`src/rtl/cmplx_mult_acc.sv`:
```
// -----------------------------------------------------------------------------
// cmplx_mult_acc
//
// Pipelined complex multiplier with optional conjugation of operand B, followed
// by an integrate-and-dump accumulator that sums ACC_LEN products per output.
// Used in the CFO estimation path to form sum(x[n] * conj(x[n+D])). With
// ACC_LEN = 1 it behaves as a plain streaming complex multiplier that delivers
// one result per cycle.
//
// Pipeline (one register per step, all steps stall together):
//   stage A : sign-extended operands (conj applied to im_b here)
//   stage B : the four full-precision partial products
//   stage C : real / imaginary product sums
//   output  : accumulator update and dump into the output register
// An operand set accepted at edge k whose product completes a block shows up
// as out_valid = 1 after edge k+3.
//
// Parameters:
//   IN_W    signed width of each input component
//   OUT_W   signed width of each output component
//   ACC_LEN number of products summed per output (>= 1)
//
// Ports:
//   clk       rising-edge clock
//   rst       asynchronous, active-high reset
//   in_valid  operand set valid
//   in_ready  block can accept operands this cycle (low only while stalled)
//   re_a/im_a operand A, signed
//   re_b/im_b operand B, signed
//   conj_b    1: multiply by conj(B); sampled with the operands
//   out_valid result valid
//   out_ready downstream accepts the result
//   out_re/im accumulated result, signed
//
// Compile-time option:
//   CMPLX_MULT_SAT_EN  when defined, an accumulator value that does not fit in
//                      OUT_W bits clamps to the nearest bound per component.
//                      When undefined, the low OUT_W bits are taken (wrap) and
//                      no clamp logic exists.
// -----------------------------------------------------------------------------
module cmplx_mult_acc #(
    parameter int IN_W    = 9,
    parameter int OUT_W   = 24,
    parameter int ACC_LEN = 16
) (
    input  logic             clk,
    input  logic             rst,
    input  logic             in_valid,
    output logic             in_ready,
    input  logic [IN_W-1:0]  re_a,
    input  logic [IN_W-1:0]  im_a,
    input  logic [IN_W-1:0]  re_b,
    input  logic [IN_W-1:0]  im_b,
    input  logic             conj_b,
    output logic             out_valid,
    input  logic             out_ready,
    output logic [OUT_W-1:0] out_re,
    output logic [OUT_W-1:0] out_im
);

    // Extended operand width: one extra bit so that negating the most
    // negative im_b value stays representable.
    localparam int EW      = IN_W + 1;
    // Full-precision product width.
    localparam int PW      = 2 * EW;
    localparam int LOG_LEN = $clog2(ACC_LEN);
    localparam int ACC_W   = PW + LOG_LEN;
    localparam int CNT_W   = (ACC_LEN > 1) ? LOG_LEN : 1;
    localparam logic [CNT_W-1:0] CNT_LAST = CNT_W'(ACC_LEN - 1);

    // ------------------------------------------------------------------
    // Handshake: the whole pipeline freezes while a result waits for the
    // consumer, so accepting input is allowed exactly when not frozen.
    // ------------------------------------------------------------------
    logic stall;
    assign stall    = out_valid & ~out_ready;
    assign in_ready = ~stall;

    // ------------------------------------------------------------------
    // Stage A: sign extension and optional conjugation
    // ------------------------------------------------------------------
    logic signed [EW-1:0] ar_next, ai_next, br_next, bi_ext, bi_next;

    always_comb begin
        ar_next = EW'($signed(re_a));
        ai_next = EW'($signed(im_a));
        br_next = EW'($signed(re_b));
        bi_ext  = EW'($signed(im_b));
        bi_next = conj_b ? -bi_ext : bi_ext;
    end

    logic                 a_valid_reg;
    logic signed [EW-1:0] ar_reg, ai_reg, br_reg, bi_reg;

    always_ff @(posedge clk or posedge rst) begin
        if (rst) begin
            a_valid_reg <= 1'b0;
            ar_reg      <= '0;
            ai_reg      <= '0;
            br_reg      <= '0;
            bi_reg      <= '0;
        end else if (!stall) begin
            // in_ready is high here, so in_valid alone marks a transfer.
            a_valid_reg <= in_valid;
            ar_reg      <= ar_next;
            ai_reg      <= ai_next;
            br_reg      <= br_next;
            bi_reg      <= bi_next;
        end
    end

    // ------------------------------------------------------------------
    // Stage B: four partial products
    //   index 0: ar*br   1: ai*bi   2: ar*bi   3: ai*br
    // ------------------------------------------------------------------
    logic signed [EW-1:0] mul_x [4];
    logic signed [EW-1:0] mul_y [4];
    logic signed [PW-1:0] prod_next [4];
    logic signed [PW-1:0] prod_reg  [4];
    logic                 b_valid_reg;

    assign mul_x = '{ar_reg, ai_reg, ar_reg, ai_reg};
    assign mul_y = '{br_reg, bi_reg, bi_reg, br_reg};

    genvar gi;
    generate
        for (gi = 0; gi < 4; gi++) begin : g_prod
            assign prod_next[gi] = PW'(mul_x[gi]) * PW'(mul_y[gi]);
        end
    endgenerate

    always_ff @(posedge clk or posedge rst) begin
        if (rst) begin
            b_valid_reg <= 1'b0;
            for (int i = 0; i < 4; i++) begin
                prod_reg[i] <= '0;
            end
        end else if (!stall) begin
            b_valid_reg <= a_valid_reg;
            for (int i = 0; i < 4; i++) begin
                prod_reg[i] <= prod_next[i];
            end
        end
    end

    // ------------------------------------------------------------------
    // Stage C: complex product. Each operand magnitude is at most 2^(IN_W-1),
    // so each product is at most 2^(2*IN_W-2) and the sum of two still fits
    // comfortably in PW bits.
    //   index 0: real part   1: imaginary part
    // ------------------------------------------------------------------
    logic signed [PW-1:0] p_next [2];
    logic signed [PW-1:0] p_reg  [2];
    logic                 c_valid_reg;

    assign p_next[0] = prod_reg[0] - prod_reg[1];
    assign p_next[1] = prod_reg[2] + prod_reg[3];

    always_ff @(posedge clk or posedge rst) begin
        if (rst) begin
            c_valid_reg <= 1'b0;
            p_reg[0]    <= '0;
            p_reg[1]    <= '0;
        end else if (!stall) begin
            c_valid_reg <= b_valid_reg;
            p_reg[0]    <= p_next[0];
            p_reg[1]    <= p_next[1];
        end
    end

    // ------------------------------------------------------------------
    // Accumulator sum and output conversion
    // ------------------------------------------------------------------
    logic signed [ACC_W-1:0] acc_reg  [2];
    logic signed [ACC_W-1:0] sum_next [2];
    logic        [OUT_W-1:0] conv     [2];

    generate
        for (gi = 0; gi < 2; gi++) begin : g_conv
            assign sum_next[gi] = acc_reg[gi] + ACC_W'(p_reg[gi]);

            if (OUT_W >= ACC_W) begin : g_ext
                // Output is at least as wide as the accumulator: sign-extend.
                assign conv[gi] = OUT_W'(sum_next[gi]);
            end else begin : g_narrow
`ifdef CMPLX_MULT_SAT_EN
                // The value fits in OUT_W bits exactly when every bit from the
                // output sign bit upward is identical; otherwise clamp toward
                // the side indicated by the accumulator sign.
                logic [ACC_W-OUT_W:0] top_bits;
                logic                 fits;
                assign top_bits = sum_next[gi][ACC_W-1:OUT_W-1];
                assign fits     = (&top_bits) | ~(|top_bits);
                assign conv[gi] = fits ? sum_next[gi][OUT_W-1:0]
                                : (top_bits[ACC_W-OUT_W] ? {1'b1, {(OUT_W-1){1'b0}}}
                                                         : {1'b0, {(OUT_W-1){1'b1}}});
`else
                // Two's-complement wrap: keep the low OUT_W bits.
                assign conv[gi] = sum_next[gi][OUT_W-1:0];
`endif
            end
        end
    endgenerate

    // ------------------------------------------------------------------
    // Integrate-and-dump. Only valid stage-C products advance the counter
    // or touch the accumulator; bubbles pass through without effect.
    // ------------------------------------------------------------------
    logic [CNT_W-1:0] cnt_reg;
    logic             out_valid_reg;
    logic [OUT_W-1:0] out_reg [2];

    always_ff @(posedge clk or posedge rst) begin
        if (rst) begin
            cnt_reg       <= '0;
            out_valid_reg <= 1'b0;
            for (int i = 0; i < 2; i++) begin
                acc_reg[i] <= '0;
                out_reg[i] <= '0;
            end
        end else if (!stall) begin
            // Not stalled means any held result is being consumed now, so
            // out_valid only stays high if a new result loads on this edge.
            out_valid_reg <= 1'b0;
            if (c_valid_reg) begin
                if (cnt_reg == CNT_LAST) begin
                    out_valid_reg <= 1'b1;
                    cnt_reg       <= '0;
                    for (int i = 0; i < 2; i++) begin
                        out_reg[i] <= conv[i];
                        acc_reg[i] <= '0;
                    end
                end else begin
                    cnt_reg <= cnt_reg + CNT_W'(1);
                    for (int i = 0; i < 2; i++) begin
                        acc_reg[i] <= sum_next[i];
                    end
                end
            end
        end
    end

    assign out_valid = out_valid_reg;
    assign out_re    = out_reg[0];
    assign out_im    = out_reg[1];

endmodule

```
`config.mk`:
```
export PLATFORM = sky130hd
export DESIGN_NAME = cmplx_mult_acc
export DESIGN_NICKNAME = d
export VERILOG_FILES = /design/src/rtl/cmplx_mult_acc.sv
export SDC_FILE = /design/constraint.sdc
export NUM_CORES = 2
export LEC_CHECK = 0
export ABC_AREA = 1
export BUFFER_PORTS_ARGS = -buffer_cell sky130_fd_sc_hd__buf_2
export CELL_PAD_IN_SITES_DETAIL_PLACEMENT = 0
export CELL_PAD_IN_SITES_GLOBAL_PLACEMENT = 1
export CORE_UTILIZATION = 45
export DETAILED_ROUTE_END_ITERATION = 10
export PLACE_DENSITY = 0.84
export REMOVE_ABC_BUFFERS = 1
export SYNTH_ARGS = -nofsm -noshare
export SYNTH_HDL_FRONTEND = slang
export SYNTH_SLANG_ARGS = --single-unit
```
`constraint.sdc`:
```
create_clock -name clk -period 21.1 [get_ports clk]
set_input_delay 1.055 -clock clk [delete_from_list [all_inputs] [get_ports clk]]
set_output_delay 1.055 -clock clk [all_outputs]
set_load 0.005 [all_outputs]
```
Yosys cells after proc, flatten, opt, wreduce, memory -nomap -nowiden
Index checks and enable logic that the tools add are counted.

Register bits: 261.

$add $sub $neg: 6. Multiply operators: 4. Eq/ne operators: 1. Multiplexer cells: 5. Bitwise gates (word level): 3. Reductions and logical operators: 2.

Operator list (count): adder 24 x 20 -> 24 bit (2); two-way mux 48 bit (1); multiplier 9 x 10 -> 19 bit (2); multiplier 9 x 9 -> 18 bit (2); adder 20 bit (1); subtractor 20 bit (1); two-way mux 10 bit (1); negation 9 -> 10 bit (1); adder 4 x 1 -> 4 bit, second input constant (1); == test 4 bit, second input constant (1); two-way mux 4 bit (1); AND reduction 3 bit (1); two-way mux 1 bit (2); inverter 1 bit (2); AND reduction 2 bit (1); AND 1 bit (1).

Longest topological paths before layout
Depth in word-level cells: 4. Depth in mapped cells: 25. Depth with buffers taken out: 23.

Worst setup path after synthesis
No wires, ideal clock.

Path kind: reg2reg. Start point: register bi_reg[9]. End point: register prod_reg[38] (netlist bit). Library setup time: 0.118 ns. Arrival: 4.641 ns. Data required time: 20.982 ns. Slack: 16.341 ns. Stages on the path, launching flop included: 21. Buffers on the path: 2. Path through: dfrtp_1 > clkbuf_1 > clkbuf_1 > nand2_1 > inv_1 > fa_1 > inv_1 > fa_1 > fa_1 > fa_1 > inv_1 > ha_1 > ha_1 > nand2_1 > nor2_1 > and2_1 > nand2_1 > nand2_1 > nand3_1 > nand3_1 > nand2_1.

Word-level cells in the longest chain between the ends: 1.

Ends and longest elaborated chain: start, declared (line 93) `logic signed [EW-1:0] ar_reg, ai_reg, br_reg, bi_reg;`; start signal, assigned (line 108) `bi_reg <= bi_next;`; multiplier 9 x 10 -> 19 bit (line 128) `assign prod_next[gi] = PW'(mul_x[gi]) * PW'(mul_y[gi]);`; end signal, assigned by index (line 141) `prod_reg[i] <= prod_next[i];`; end, declared (line 119) `logic signed [PW-1:0] prod_reg [4];`.

Every way passes these cells. A chain may end at the register's enable or synchronous reset.

Worst setup path after layout
Start point: register ar_reg[0]. End point: register prod_reg[38] (netlist bit).

Word-level cells in the longest chain between the ends: 1.

Ends and longest elaborated chain: start, declared (line 93); start signal, assigned (line 105) `ar_reg <= ar_next;`; multiplier 9 x 10 -> 19 bit (line 128).

Every way passes these cells.

==> summary by stage <==
Placement
The HPWL after detailed placement is ~55000 microns. Port buffering added 90 buffers. At the end of routability-driven placement, the weighted congestion stood at 0.872. Counting tap cells, the placed design contains a total of approximately 4800 instances.

Yosys
The post-synthesis cell type count is 38. After synthesis, flip-flops and latches occupy between 20% and 30% of the total area. The synthesis warning total is 0.

The synthesized design contains 255 register bits. The mapped netlist covers slightly below 30000 sq um. The instance count of the mapped netlist is around 4000.

The synthesized area per cell is approximately 7.2 sq um.

Clock network
In this run the number of H-tree levels came out at 1. The clock-pin slew of the registers on the worst-case setup and hold paths is approximately 70 ps. TritonCTS built the clock tree. The number of gates resized after CTS is 0. The latest clock arrival within the worst-skew pair is 630 ps. The number of clock buffers added by TritonCTS is 31.

The hold buffer count at cts is 0. The number of buffers between clock root and the deepest sink is 3. The clock net sink count is 255. The cell sitting at the root of the clock tree is a clkbuf_16.

The setup fix buffers added after clock tree synthesis is 0.

Floorplan
The effective utilization at floorplan is 45.7%. The width of the die is 255 microns. The number of cell rows is 92. The number of ports placed on the die boundary is around 90. The region available for standard cell placement spans 63200 sq um. In this run the vertical extent of the chip is 255 microns. The die covers ~65000 sq um.

Worst setup path
The critical path goes through nand2_1, inv_1, fa_1, inv_1, fa_1, fa_1, fa_1, inv_1, ha_1, ha_1, nand2_1, nor2_1, and2_1, nand2_1, nand2_1, nand3_1, nand3_1, nand2_1. In this design, the critical path's most frequently occurring cell is nand2_1. Data on the critical path is required at its endpoint by roughly 22000 ps. At the worst endpoint, the arrival time is 5670 ps. The worst setup path is captured at a register. The number of buffers and inverters on the critical path is 3.

The cell with the biggest individual delay on the critical path is dfrtp_1. Grouping stages by cell kind, the critical path spends the most delay in adder cells. The worst setup path is launched from a register. The setup path with the least slack is of type reg2reg.

The biggest cell delay along the critical path is ~800 ps. In this run the worst path has a maximum fanout of 18.

Final layout
The share of cells above drive strength 1 is under 10%. The number of inserted filler cells in the final layout is between 6000 and 7000. The final design utilization is between 40% and 50%. The sequential cell area in the final layout is around 6400 sq um. The layout-stage area growth over the synthesis result is 7.49%. The count of non-filler cells in the finished layout is 4893. The multi-input logic area is around 19000 sq um.

The flip-flop count of the largest register after layout is 74. After the last flow step, the layout net total stands at roughly 4600.

STA
The maximum clock frequency is between 150 and 200 MHz. The max-slew violation count came to 0. The relative max-transition margin is 26.2%. Subtracting the final worst setup slack from the clock period gives between 5000 and 6000 ps.

The hold violation count in the final report was 0. The maximum clock skew at final layout is ~19 ps. The setup-violating endpoint count in the final report is 0. Setup repair after global routing left no endpoint under its margin.

The measured slew at the worst slew-check pin is approximately 1100 ps. Of the available clock period, the critical path in the final layout requires 24.5%. The setup TNS after final layout is 0 ps.

Route
Dividing the detail-routed wire length by the instance count gives between 10 and 15 microns. Once detail routing completed, the nets flagged for antenna violations numbered 0. The DRC violation count after routing is 0.

The number of DRC markers in iteration 0 is 1172. The via-per-instance ratio is ~5. Wires add up to approximately 71000 microns.

The routed layout has 24046 vias. The length of the first detailed-routing pass in iterations is 5.

Status
The run finished with clean final reports.

Worst hold path
In this run the worst hold path is classified as reg2reg.

GRT
The overall global routing resource usage is between 20% and 30%. Summed over all layers, the global routing overflow is 0. Entering global routing, the biggest net connects 149 pins. The wire length of the first global-routing pass is about 120000 microns. The initial antenna violation count is 1.

The number of global-route vias before repair is roughly 24000.

Flow run
The number of max-capacitance violations reported is 0.
per-layer routing:
metal  GRT usage, %  vias to the layer above  part of all wire, %
met5              0                        -                0.018
met2           38.6                      472                   47
li1               -                    12125                    -
met4           5.69                        2                  2.5
met3           2.38                      102                  4.0
met1           30.1                    11345                   46
synth_stat cells:
master / number / area, sq um
nand2_1: 1446 / 5430
inv_1: 792 / 2970
fa_1: 298 / 5970
dfrtp_1: 255 / 6380
nand3_1: 253 / 1270
ha_1: 242 / 3030
nor2_1: 180 / 676
o21ai_0: 98 / 490
a21oi_1: 80 / 400
clkbuf_1: 80 / 300
nand4_1: 41 / 257
xnor2_1: 37 / 324
buf_2: 34 / 170
nand3b_1: 28 / 210
xor2_1: 25 / 219
o21ai_1: 14 / 70.1
o21bai_1: 14 / 105
nand2_2: 11 / 68.8
and2_1: 9 / 56.3
or2_2: 9 / 56.3
buf_1: 8 / 30.0
nor2_2: 8 / 50.1
a31oi_1: 7 / 43.8
nor3_1: 7 / 35.0
or2_1: 7 / 43.8
inv_2: 6 / 22.5
a21o_1: 4 / 30.0
buf_4: 3 / 22.5
o22ai_1: 3 / 18.8
o31ai_1: 3 / 22.5
a22o_1: 2 / 17.5
clkinv_1: 2 / 7.51
nand3_2: 2 / 20.0
nor2_4: 2 / 22.5
inv_4: 1 / 6.26
nand2_4: 1 / 11.3
o21a_1: 1 / 7.51
xor2_2: 1 / 16.3
cells in the final DEF, fill, tap and decap left out, types with 2 or more instances in the layout:
master / n
clkbuf_1: 6
nand2_1: 1446
a22o_1: 2
or2_1: 7
buf_4: 9
clkbuf_8: 4
clkinv_2: 6
clkinv_1: 2
nand3_1: 253
a21o_1: 4
diode_2: 2
dfrtp_1: 255
nor2_2: 8
a31oi_1: 7
nor2_4: 2
ha_1: 242
nor3_1: 7
o31ai_1: 3
a21oi_1: 80
nor2_1: 180
nand3_2: 2
o21bai_1: 14
clkinvlp_4: 2
o22ai_1: 3
nand2_2: 11
buf_2: 90
fa_1: 298
nand4_1: 41
inv_2: 6
xnor2_1: 37
and2_1: 9
clkbuf_16: 31
or2_2: 9
o21ai_1: 14
xor2_1: 25
inv_1: 791
bufinv_16: 5
o21ai_0: 98
nand3b_1: 28
worst min-delay path, stage by stage, from the launching register on:
cell and delay, ps:
dfrtp_1 340, nand2_1 50, nand2_1 40
final timing paths:
check / startpoint / endpoint / slack (ps) / cells past startpoint
max in group asynchronous: rst / prod_reg[76]$_DFFE_PP0N_ / 18110 / 4
hold / removal: b_valid_reg$_DFFE_PP0N_ / c_valid_reg$_DFFE_PP0N_ / 470 / 2
setup / recovery: ar_reg[0]$_DFFE_PP0N_ / prod_reg[38]$_DFFE_PP0N_ / 15930 / 18
setup reg to reg: ar_reg[0]$_DFFE_PP0N_ / prod_reg[38]$_DFFE_PP0N_ / 15930 / 18
hold reg to reg: b_valid_reg$_DFFE_PP0N_ / c_valid_reg$_DFFE_PP0N_ / 470 / 2
min in group asynchronous: rst / out_im[2]$_DFFE_PP0P_ / 620 / 2
through the flow:
| step | hold slack, ps | worst slack (ps) | area [sq um] |
|---|---|---|---|
| floorplan | 442 | 13030 | 28300 |
| global placement | 453 | 16040 | 30000 |
| detailed placement | 457 | 15940 | 30000 |
| CTS | 475 | 15920 | 31000 |
| global route | 495 | 15560 | 31000 |
| finish | 469 | 15930 | 31000 |
cells by family (layout without fill, tap and decap cells):
family / after synthesis / count (layout) / synth area share (%)
xor gates and xnor gates: 63 / 63 / 1.94
and+or+nand+nor: 2004 / 2004 / 28.4
other: 0 / 2 / 0
adders and majority gates: 540 / 540 / 31.1
DFF: 255 / 255 / 22.1
AOI/OAI and AO/OA: 226 / 226 / 4.18
buffers and inverters: 926 / 957 / 12.2
layout make-up:
class	instances	area share [%]
repair buffers	100	1.73
inverters	801	9.72
multi-input cells	2833	61.1
flip-flops and latches	255	20.6
well taps	846	3.41
diodes	2	0.0161
clock inverters	15	0.722
clock buffers	41	2.75
Power is not shown: default switching activity piles up to over one toggle a cycle in this logic, so the estimate is an artifact.
